$ cat src/rtl/commit_monitor.sv
// commit_monitor: retirement-side observer for the writeback stream.
// Counts cycles and retired instructions, detects program halt (halt
// instruction or a PC that keeps committing), and buffers committed
// PC/instruction pairs in a first-word fall-through trace FIFO.
module commit_monitor #(
  parameter int unsigned          ADDR_SIZE   = 32,
  parameter int unsigned          TRACE_DEPTH = 8,
  parameter int unsigned          HALT_REPEAT = 4,
  parameter logic [ADDR_SIZE-1:0] HALT_INSTR  = 32'h0000006f
) (
  input  logic                           clk,
  input  logic                           rstn,
  input  logic                           wb_valid,
  input  logic [ADDR_SIZE-1:0]           wb_pc,
  input  logic [ADDR_SIZE-1:0]           wb_instr,
  input  logic                           trace_rd_en,
  output logic                           trace_valid,
  output logic [ADDR_SIZE-1:0]           trace_pc,
  output logic [ADDR_SIZE-1:0]           trace_instr,
  output logic [$clog2(TRACE_DEPTH):0]   trace_count,
  output logic                           trace_overflow,
  output logic [63:0]                    cycle_cnt,
  output logic [63:0]                    instret_cnt,
  output logic                           halted,
  output logic [ADDR_SIZE-1:0]           halt_pc,
  output logic                           done
);

  localparam int unsigned PW = $clog2(TRACE_DEPTH);
  localparam int unsigned CW = PW + 1;
  localparam int unsigned RW = $clog2(HALT_REPEAT + 1);
  localparam logic [CW-1:0] FULL_CNT = CW'(TRACE_DEPTH);
  localparam logic [RW-1:0] REP_MAX  = RW'(HALT_REPEAT);
  localparam logic [RW-1:0] REP_ONE  = RW'(1);

  typedef enum logic [1:0] {
    RUN    = 2'd0,
    HALTED = 2'd1,
    DONE   = 2'd2
  } state_t;

  state_t state_q, state_d;

  logic [ADDR_SIZE-1:0] mem_pc_q    [TRACE_DEPTH];
  logic [ADDR_SIZE-1:0] mem_instr_q [TRACE_DEPTH];
  logic [PW-1:0]        wr_ptr_q, rd_ptr_q;
  logic [CW-1:0]        count_q, count_d;
  logic                 overflow_q;
  logic [63:0]          cycle_q, instret_q;
  logic [ADDR_SIZE-1:0] halt_pc_q;
  logic [ADDR_SIZE-1:0] last_pc_q, last_pc_d;
  logic [RW-1:0]        rep_q, rep_d;

  logic accept, halt_trig, fifo_full, fifo_empty, do_push, do_pop;

  // Commit acceptance, repeat tracking and FIFO push/pop decisions.
  always_comb begin
    accept     = wb_valid && (state_q == RUN);
    fifo_full  = (count_q == FULL_CNT);
    fifo_empty = (count_q == '0);
    do_pop     = trace_rd_en && !fifo_empty;
    // a full FIFO still takes the push when the head leaves in the same cycle
    do_push    = accept && (!fifo_full || do_pop);

    rep_d     = rep_q;
    last_pc_d = last_pc_q;
    if (accept) begin
      last_pc_d = wb_pc;
      // rep_q==0 marks "no commit since reset", so the first commit restarts at 1
      if ((rep_q != '0) && (wb_pc == last_pc_q)) begin
        rep_d = (rep_q == REP_MAX) ? REP_MAX : rep_q + 1'b1;
      end else begin
        rep_d = REP_ONE;
      end
    end
    halt_trig = accept && ((wb_instr == HALT_INSTR) || (rep_d == REP_MAX));

    count_d = count_q;
    unique case ({do_push, do_pop})
      2'b10:   count_d = count_q + 1'b1;
      2'b01:   count_d = count_q - 1'b1;
      default: count_d = count_q;
    endcase
  end

  // State register.
  always_ff @(posedge clk) begin
    if (rstn) state_q <= RUN;
    else      state_q <= state_d;
  end

  // Next-state logic: halt on trigger, finish once the trace is drained.
  always_comb begin
    state_d = state_q;
    unique case (state_q)
      RUN:     if (halt_trig) state_d = HALTED;
      HALTED:  if (count_d == '0) state_d = DONE;
      DONE:    state_d = DONE;
      default: state_d = RUN;
    endcase
  end

  // State-derived outputs.
  always_comb begin
    halted = (state_q != RUN);
    done   = (state_q == DONE);
  end

  // Counters, repeat tracker and halt PC capture.
  always_ff @(posedge clk) begin
    if (rstn) begin
      cycle_q    <= '0;
      instret_q  <= '0;
      halt_pc_q  <= '0;
      last_pc_q  <= '0;
      rep_q      <= '0;
      overflow_q <= 1'b0;
    end else begin
      if (state_q == RUN) cycle_q <= cycle_q + 64'd1;
      if (accept) instret_q <= instret_q + 64'd1;
      if (halt_trig) halt_pc_q <= wb_pc;
      last_pc_q <= last_pc_d;
      rep_q     <= rep_d;
      if (accept && !do_push) overflow_q <= 1'b1;
    end
  end

  // Trace FIFO storage and pointers.
  always_ff @(posedge clk) begin
    if (rstn) begin
      wr_ptr_q <= '0;
      rd_ptr_q <= '0;
      count_q  <= '0;
      for (int unsigned i = 0; i < TRACE_DEPTH; i++) begin
        mem_pc_q[i]    <= '0;
        mem_instr_q[i] <= '0;
      end
    end else begin
      if (do_push) begin
        mem_pc_q[wr_ptr_q]    <= wb_pc;
        mem_instr_q[wr_ptr_q] <= wb_instr;
        wr_ptr_q              <= wr_ptr_q + 1'b1;
      end
      if (do_pop) rd_ptr_q <= rd_ptr_q + 1'b1;
      count_q <= count_d;
    end
  end

  // Output drive; head fields read zero while the FIFO is empty.
  always_comb begin
    trace_valid    = (count_q != '0);
    trace_pc       = trace_valid ? mem_pc_q[rd_ptr_q]    : '0;
    trace_instr    = trace_valid ? mem_instr_q[rd_ptr_q] : '0;
    trace_count    = count_q;
    trace_overflow = overflow_q;
    cycle_cnt      = cycle_q;
    instret_cnt    = instret_q;
    halt_pc        = halt_pc_q;
  end

endmodule

$ cat config.mk
export PLATFORM = sky130hd
export DESIGN_NAME = commit_monitor
export DESIGN_NICKNAME = d
export VERILOG_FILES = /design/src/rtl/commit_monitor.sv
export SDC_FILE = /design/constraint.sdc
export NUM_CORES = 1
export LEC_CHECK = 0
export ABC_AREA = 1
export ABC_CLOCK_PERIOD_IN_PS = 11800
export CORE_MARGIN = 2
export CORE_UTILIZATION = 49
export CTS_CLUSTER_DIAMETER = 120
export DETAILED_ROUTE_END_ITERATION = 8
export GPL_ROUTABILITY_DRIVEN = 0
export PLACE_DENSITY = 0.82
export SYNTH_ARGS = -nofsm -noshare
export SYNTH_HDL_FRONTEND = slang
export SYNTH_SLANG_ARGS = --single-unit
$ cat constraint.sdc
create_clock -name clk -period 11.8 [get_ports clk]
set_clock_uncertainty 0.15 [all_clocks]
set_input_delay 1.77 -clock clk [delete_from_list [all_inputs] [get_ports clk]]
set_output_delay 1.77 -clock clk [all_outputs]
set_load 0.01 [all_outputs]
After elaboration in Yosys (flattened, before gate mapping)
Memory sizes are Yosys's and may differ from the RTL's. A register that Yosys moved wholly into a read port is not among the register bits.
Index checks and enable logic that the tools add are counted.
{ "totals": {"wordCells": 74, "ram_bits": 512, "inputBits": 68, "register_bits": 208, "output_inout_bits": 232, "latch_bits": 0, "n_memories": 2, "romBits": 0} }
{ "classes": {"add_sub_neg": 7, "magnitude_cmp": 0, "n_shift": 0, "n_mux": 24, "bitwise_logic": 0, "n_div": 0, "n_eq_ne": 11, "multipliers": 0, "reduce_logical": 20} }
{ "mem_list": {"columns": ["memory", "depth", "word_bits", "read_ports", "rd_ports_with_merged_regs", "wr", "line", "source"], "rows": [
  ["mem_instr_q", 8, 32, 1, 1, 8, "45", "logic [ADDR_SIZE-1:0] mem_instr_q [TRACE_DEPTH];"],
  ["mem_pc_q", 8, 32, 1, 1, 8, "44", "logic [ADDR_SIZE-1:0] mem_pc_q [TRACE_DEPTH];"]
]} }
{ "op_table": {"columns": ["operator", "count"], "rows": [
  ["$add A64 B1 Y64 const B", 2],
  ["$mux W32", 4],
  ["$reduce_or A32 Y1", 2],
  ["$eq A32 B32 Y1", 1],
  ["$eq A32 B7 Y1 const B", 1],
  ["$mux W3", 9],
  ["$add A3 B1 Y3 const B", 3],
  ["$logic_not A4 Y1", 2],
  ["$pmux W4 S2", 1],
  ["$mux W1", 7],
  ["$eq A3 B3 Y1 const B", 2],
  ["$logic_and A1 B1 Y1", 6],
  ["$pmux W2 S3", 1],
  ["$add A4 B1 Y4 const B", 1],
  ["$eq A2 B1 Y1 const B", 2],
  ["$eq A2 B2 Y1 const B", 2],
  ["$eq A4 B4 Y1 const B", 1],
  ["$mux W2", 2],
  ["$ne A2 B2 Y1 const B", 2],
  ["$reduce_bool A4 Y1", 1],
  ["$sub A4 B1 Y4 const B", 1],
  ["$logic_not A1 Y1", 3],
  ["$reduce_bool A3 Y1", 1],
  ["$logic_not A2 Y1", 1],
  ["other kinds (3)", 4]
]} }

Depth between registers and ports, before layout
{ "logic_depth": {"word_depth": 10, "ltp_mapped": 19, "ltp_nobuf": 19} }

Worst setup path before layout
Ideal clock, no wire load.
{ "synth_timing": {"path_kind": "input to register", "startpoint": "input port trace_rd_en", "endpoint": "memory mem_instr_q[0][0], enable pin", "path_buffers": 2, "slack_ps": 6892, "required_ps": 10962, "cell_stages": 8, "setup_time_ps": 688, "t_arrival_ps": 4070, "path_cell_list": "nor4_1 -> nor2_1 -> inv_1 -> nor2_1 -> nand3_1 -> buf_2 -> buf_1 -> nand2_1"} }
{ "synth_rtl": {"columns": ["element", "line", "source"], "rows": [
  ["start, declared", "16", "input logic trace_rd_en,"],
  ["end, declared", "45", null]
]} }

==> results.ini <==
[die]
die_width_um = 262
core_area_mm2 = 0.0659
io_pins = 300
die_height_um = 262
rows = 94
die_area_mm2 = 0.0687
start_util_pct = 49.6

[setup_path]
r2r-start = state_q[1]
required_ps = 9880
cpMaxStageDelayCell = buf_4
critical-path-top-delay-family = buffers and inverters
cp-start-kind = register
critPathBufInv = 3
cp_cell_sequence = buf_4, buf_4, o21ai_0, o22ai_1, o21ai_0, a31oi_1, clkdlybuf4s50_1
critical_path_class = register to primary output
cp-end-kind = primary output
max_stage_delay_ps = 920
critPathMaxFanout = 99
reg2reg_depth = 10
crit_arrival_ps = 5010
r2r-end = mem_instr_q[3][28]
rrSetupSlack_ps = 6840

[global_routing]
grt_pass1_wl_um = 144000
track_usage_pct = 27.0
overflow = 0
grt_max_degree = 148
first_global_vias = 25800
antenna_found_initial = 9

[finish]
areaGrowthSynthToFinish_pct = 18.6
nets = 3872
layout-drive-gt1-share_pct = 5.73
nFillCells = 5406

[cts]
cts_resized = 0
cts_buffers = 76
clk_latency_ps = 620
hold_buffers = 0
clockBufferDepth = 3
cts_tree = done
ctsHtreeMaxLevel = 3
root_buffer = clkbuf_16
post-cts-setup-buffers = 0
cts_num_sinks = 723
clkTransAtPathRegs_ps = 60

[sta]
rsz0062_at_grt = false
tightest_slew_ps = 1220
setup_viol = 0
drv_slew = 0
min_period_ps = 6930
timing.final.crit_share_pct = 58.7
tns_ps = 0
hold_viol = 0
max_freq_mhz = 144
slew_headroom_pct = 18.7
hold_slack_ps = 311

[synthesis]
avgSynthCellArea_um2 = 9.07
synthArstFlopShare_pct = 0
syn-instance-count = 3598
synthFlopType = edfxtp_1
yosys.cell_count.top_type = nor2_1
syn_nets = 3679
synth_warnings = 0
syn-cell-area_mm2 = 0.0326
synth_common_cells = nor2_1, edfxtp_1, o21ai_0
yosysTopAreaCell = edfxtp_1
yosysSeqAreaShare_pct = 60.0
ys_ff_latch = 723
synth-edff-count = 512
yosysUniqueCellTypes = 40
ys_top_cells_by_area = edfxtp_1, dfxtp_1, nor2_1, o21ai_0, nand2_1
synth_top_cell_area_share_pct = 47.1

[place]
dp_hpwl_um = 54300
numPortBuffers = 299

[hold_path]
hold_depth = 2
hold_class = register to register
worstHoldStart = halt_pc[9]
worst_hold_path.endpoint = halt_pc[9]

[detailed_routing]
ant_nets = 0
drt-initial-drc-count = 3136
drt_wl_total_um = 94600
via_count = 27100
viasPerCell = 5.74
first_pass_iters = 6
drc = 0
routedWlPerCell_um = 20.0

[power]
power.leakage_nw = 13.7
switching_share_pct = 33.3
power_frac_clock_pct = 31.8
p_comb_share_pct = 28.6
p_int_w = 0.00512
seqPwrFrac_pct = 39.7
switchingPower_w = 0.00256
p_per_area_mw_per_mm2 = 198
peakVddDrop_mv = 0.189

[run]
drv_cap = 0

[status]
outcome = complete, no violations

## worst max path at each step
| stage | cells past startpoint | slack, ps | end | start |
|---|---|---|---|---|
| floorplan | 8 | 6890 | mem_instr_q[0][0] | trace_rd_en |
| global placement | 7 | 5760 | trace_pc[16] | register |
| detailed placement | 7 | 5750 | trace_pc[16] | register |
| CTS | 7 | 5030 | trace_pc[16] | register |
| global route | 7 | 4750 | trace_pc[15] | register |
| finish | 7 | 4870 | trace_pc[16] | register |
## layout make-up
| class | count | area [um2] | share of cell area [%] |
|---|---|---|---|
| Antenna cell | 2 | 5.00 | 0.0129 |
| Inverter | 261 | 990 | 2.56 |
| Clock inverter | 39 | 464 | 1.20 |
| Timing Repair Buffer | 318 | 3130 | 8.09 |
| Clock buffer | 102 | 2070 | 5.36 |
| Tap cell | 864 | 1080 | 2.79 |
| Sequential cell | 723 | 19600 | 50.6 |
| Multi-Input combinational cell | 2411 | 11400 | 29.4 |
## power by group through the flow
stage	Sequential [W]	Combinational [W]	Clock, W
2_1_floorplan	0.00302	0.00133	0
6_report	0.00305	0.00219	0.00244
3_5_place_dp	0.00310	0.00216	0
5_1_grt	0.00307	0.00240	0.00256
3_3_place_gp	0.00309	0.00213	0
4_1_cts	0.00305	0.00218	0.00246
## cell families after synthesis
group | share of synthesized area, %
compound gates | 10.9
xor+xnor | 1.91
buf+inv | 5.42
fa+ha+maj | 0.521
flops | 60.0
simple gates | 21.2
## per-layer routing
layer | global-route usage (%) | part of all wire, % | vias to the layer above
met5 | 0 | 0.098 | -
met3 | 5.91 | 11 | 226
met1 | 35.3 | 38 | 12800
li1 | - | - | 12600
met2 | 44.7 | 47 | 1538
met4 | 9.24 | 2.8 | 14
## state kept, by name (all words and copies together), names as in the netlist, named ones only
| signal | cells |
|---|---|
| wr_ptr_q | 3 |
| halt_pc | 32 |
| state_q | 2 |
| trace_count | 4 |
| cycle_cnt | 64 |
| mem_pc_q | 256 |
| last_pc_q | 32 |
| rep_q | 3 |
| mem_instr_q | 256 |
| trace_overflow | 1 |
| instret_cnt | 64 |
| rd_ptr_q | 3 |
## worst register-to-register path, cell delays in order (launching register included)
cell	delay [ps]
dfxtp_1	330
inv_1	100
ha_1	570
nand2_4	450
nor2_1	370
inv_1	160
nor3_1	540
nand2_2	60
buf_4	480
nand2_4	520
buf_4	800
## placed cells by master (no fill, tap or decap), types with 11 or more instances in the layout
master / synthesis / final
o22ai_1: 64 / 64
nand2_2: 7 / 11
buf_4: 3 / 20
clkbuf_16: 0 / 77
a21oi_1: 129 / 129
xor2_1: 37 / 37
nor2_2: 14 / 14
nand2_1: 254 / 242
clkinv_2: 0 / 11
nor2_1: 1093 / 1093
a31oi_1: 68 / 68
nor3_1: 93 / 93
o21ai_0: 399 / 399
inv_2: 19 / 20
edfxtp_1: 512 / 512
inv_1: 197 / 194
nor4_1: 22 / 22
clkdlybuf4s50_1: 0 / 298
nand4_1: 46 / 46
nand3_1: 89 / 84
clkbuf_1: 151 / 19
clkinv_1: 45 / 55
ha_1: 12 / 12
dfxtp_1: 211 / 209
xnor2_1: 34 / 34
## stage by stage
| stage | util (%) | cells | setup slack, ps | power [W] | instance area [um2] |
|---|---|---|---|---|---|
| finish | 58.8 | 4720 | 4870 | 0.00768 | 38700 |
| global placement | 54.9 | 4577 | 5760 | 0.00522 | 36200 |
| CTS | 58.8 | 4718 | 5030 | 0.00768 | 38700 |
| global route | 58.8 | 4718 | 4750 | 0.00803 | 38700 |
| floorplan | - | 3598 | 6890 | 0.00435 | 32600 |
| detailed placement | 54.9 | 4577 | 5750 | 0.00526 | 36200 |
Note: power is estimated with default switching activity, not from simulation.
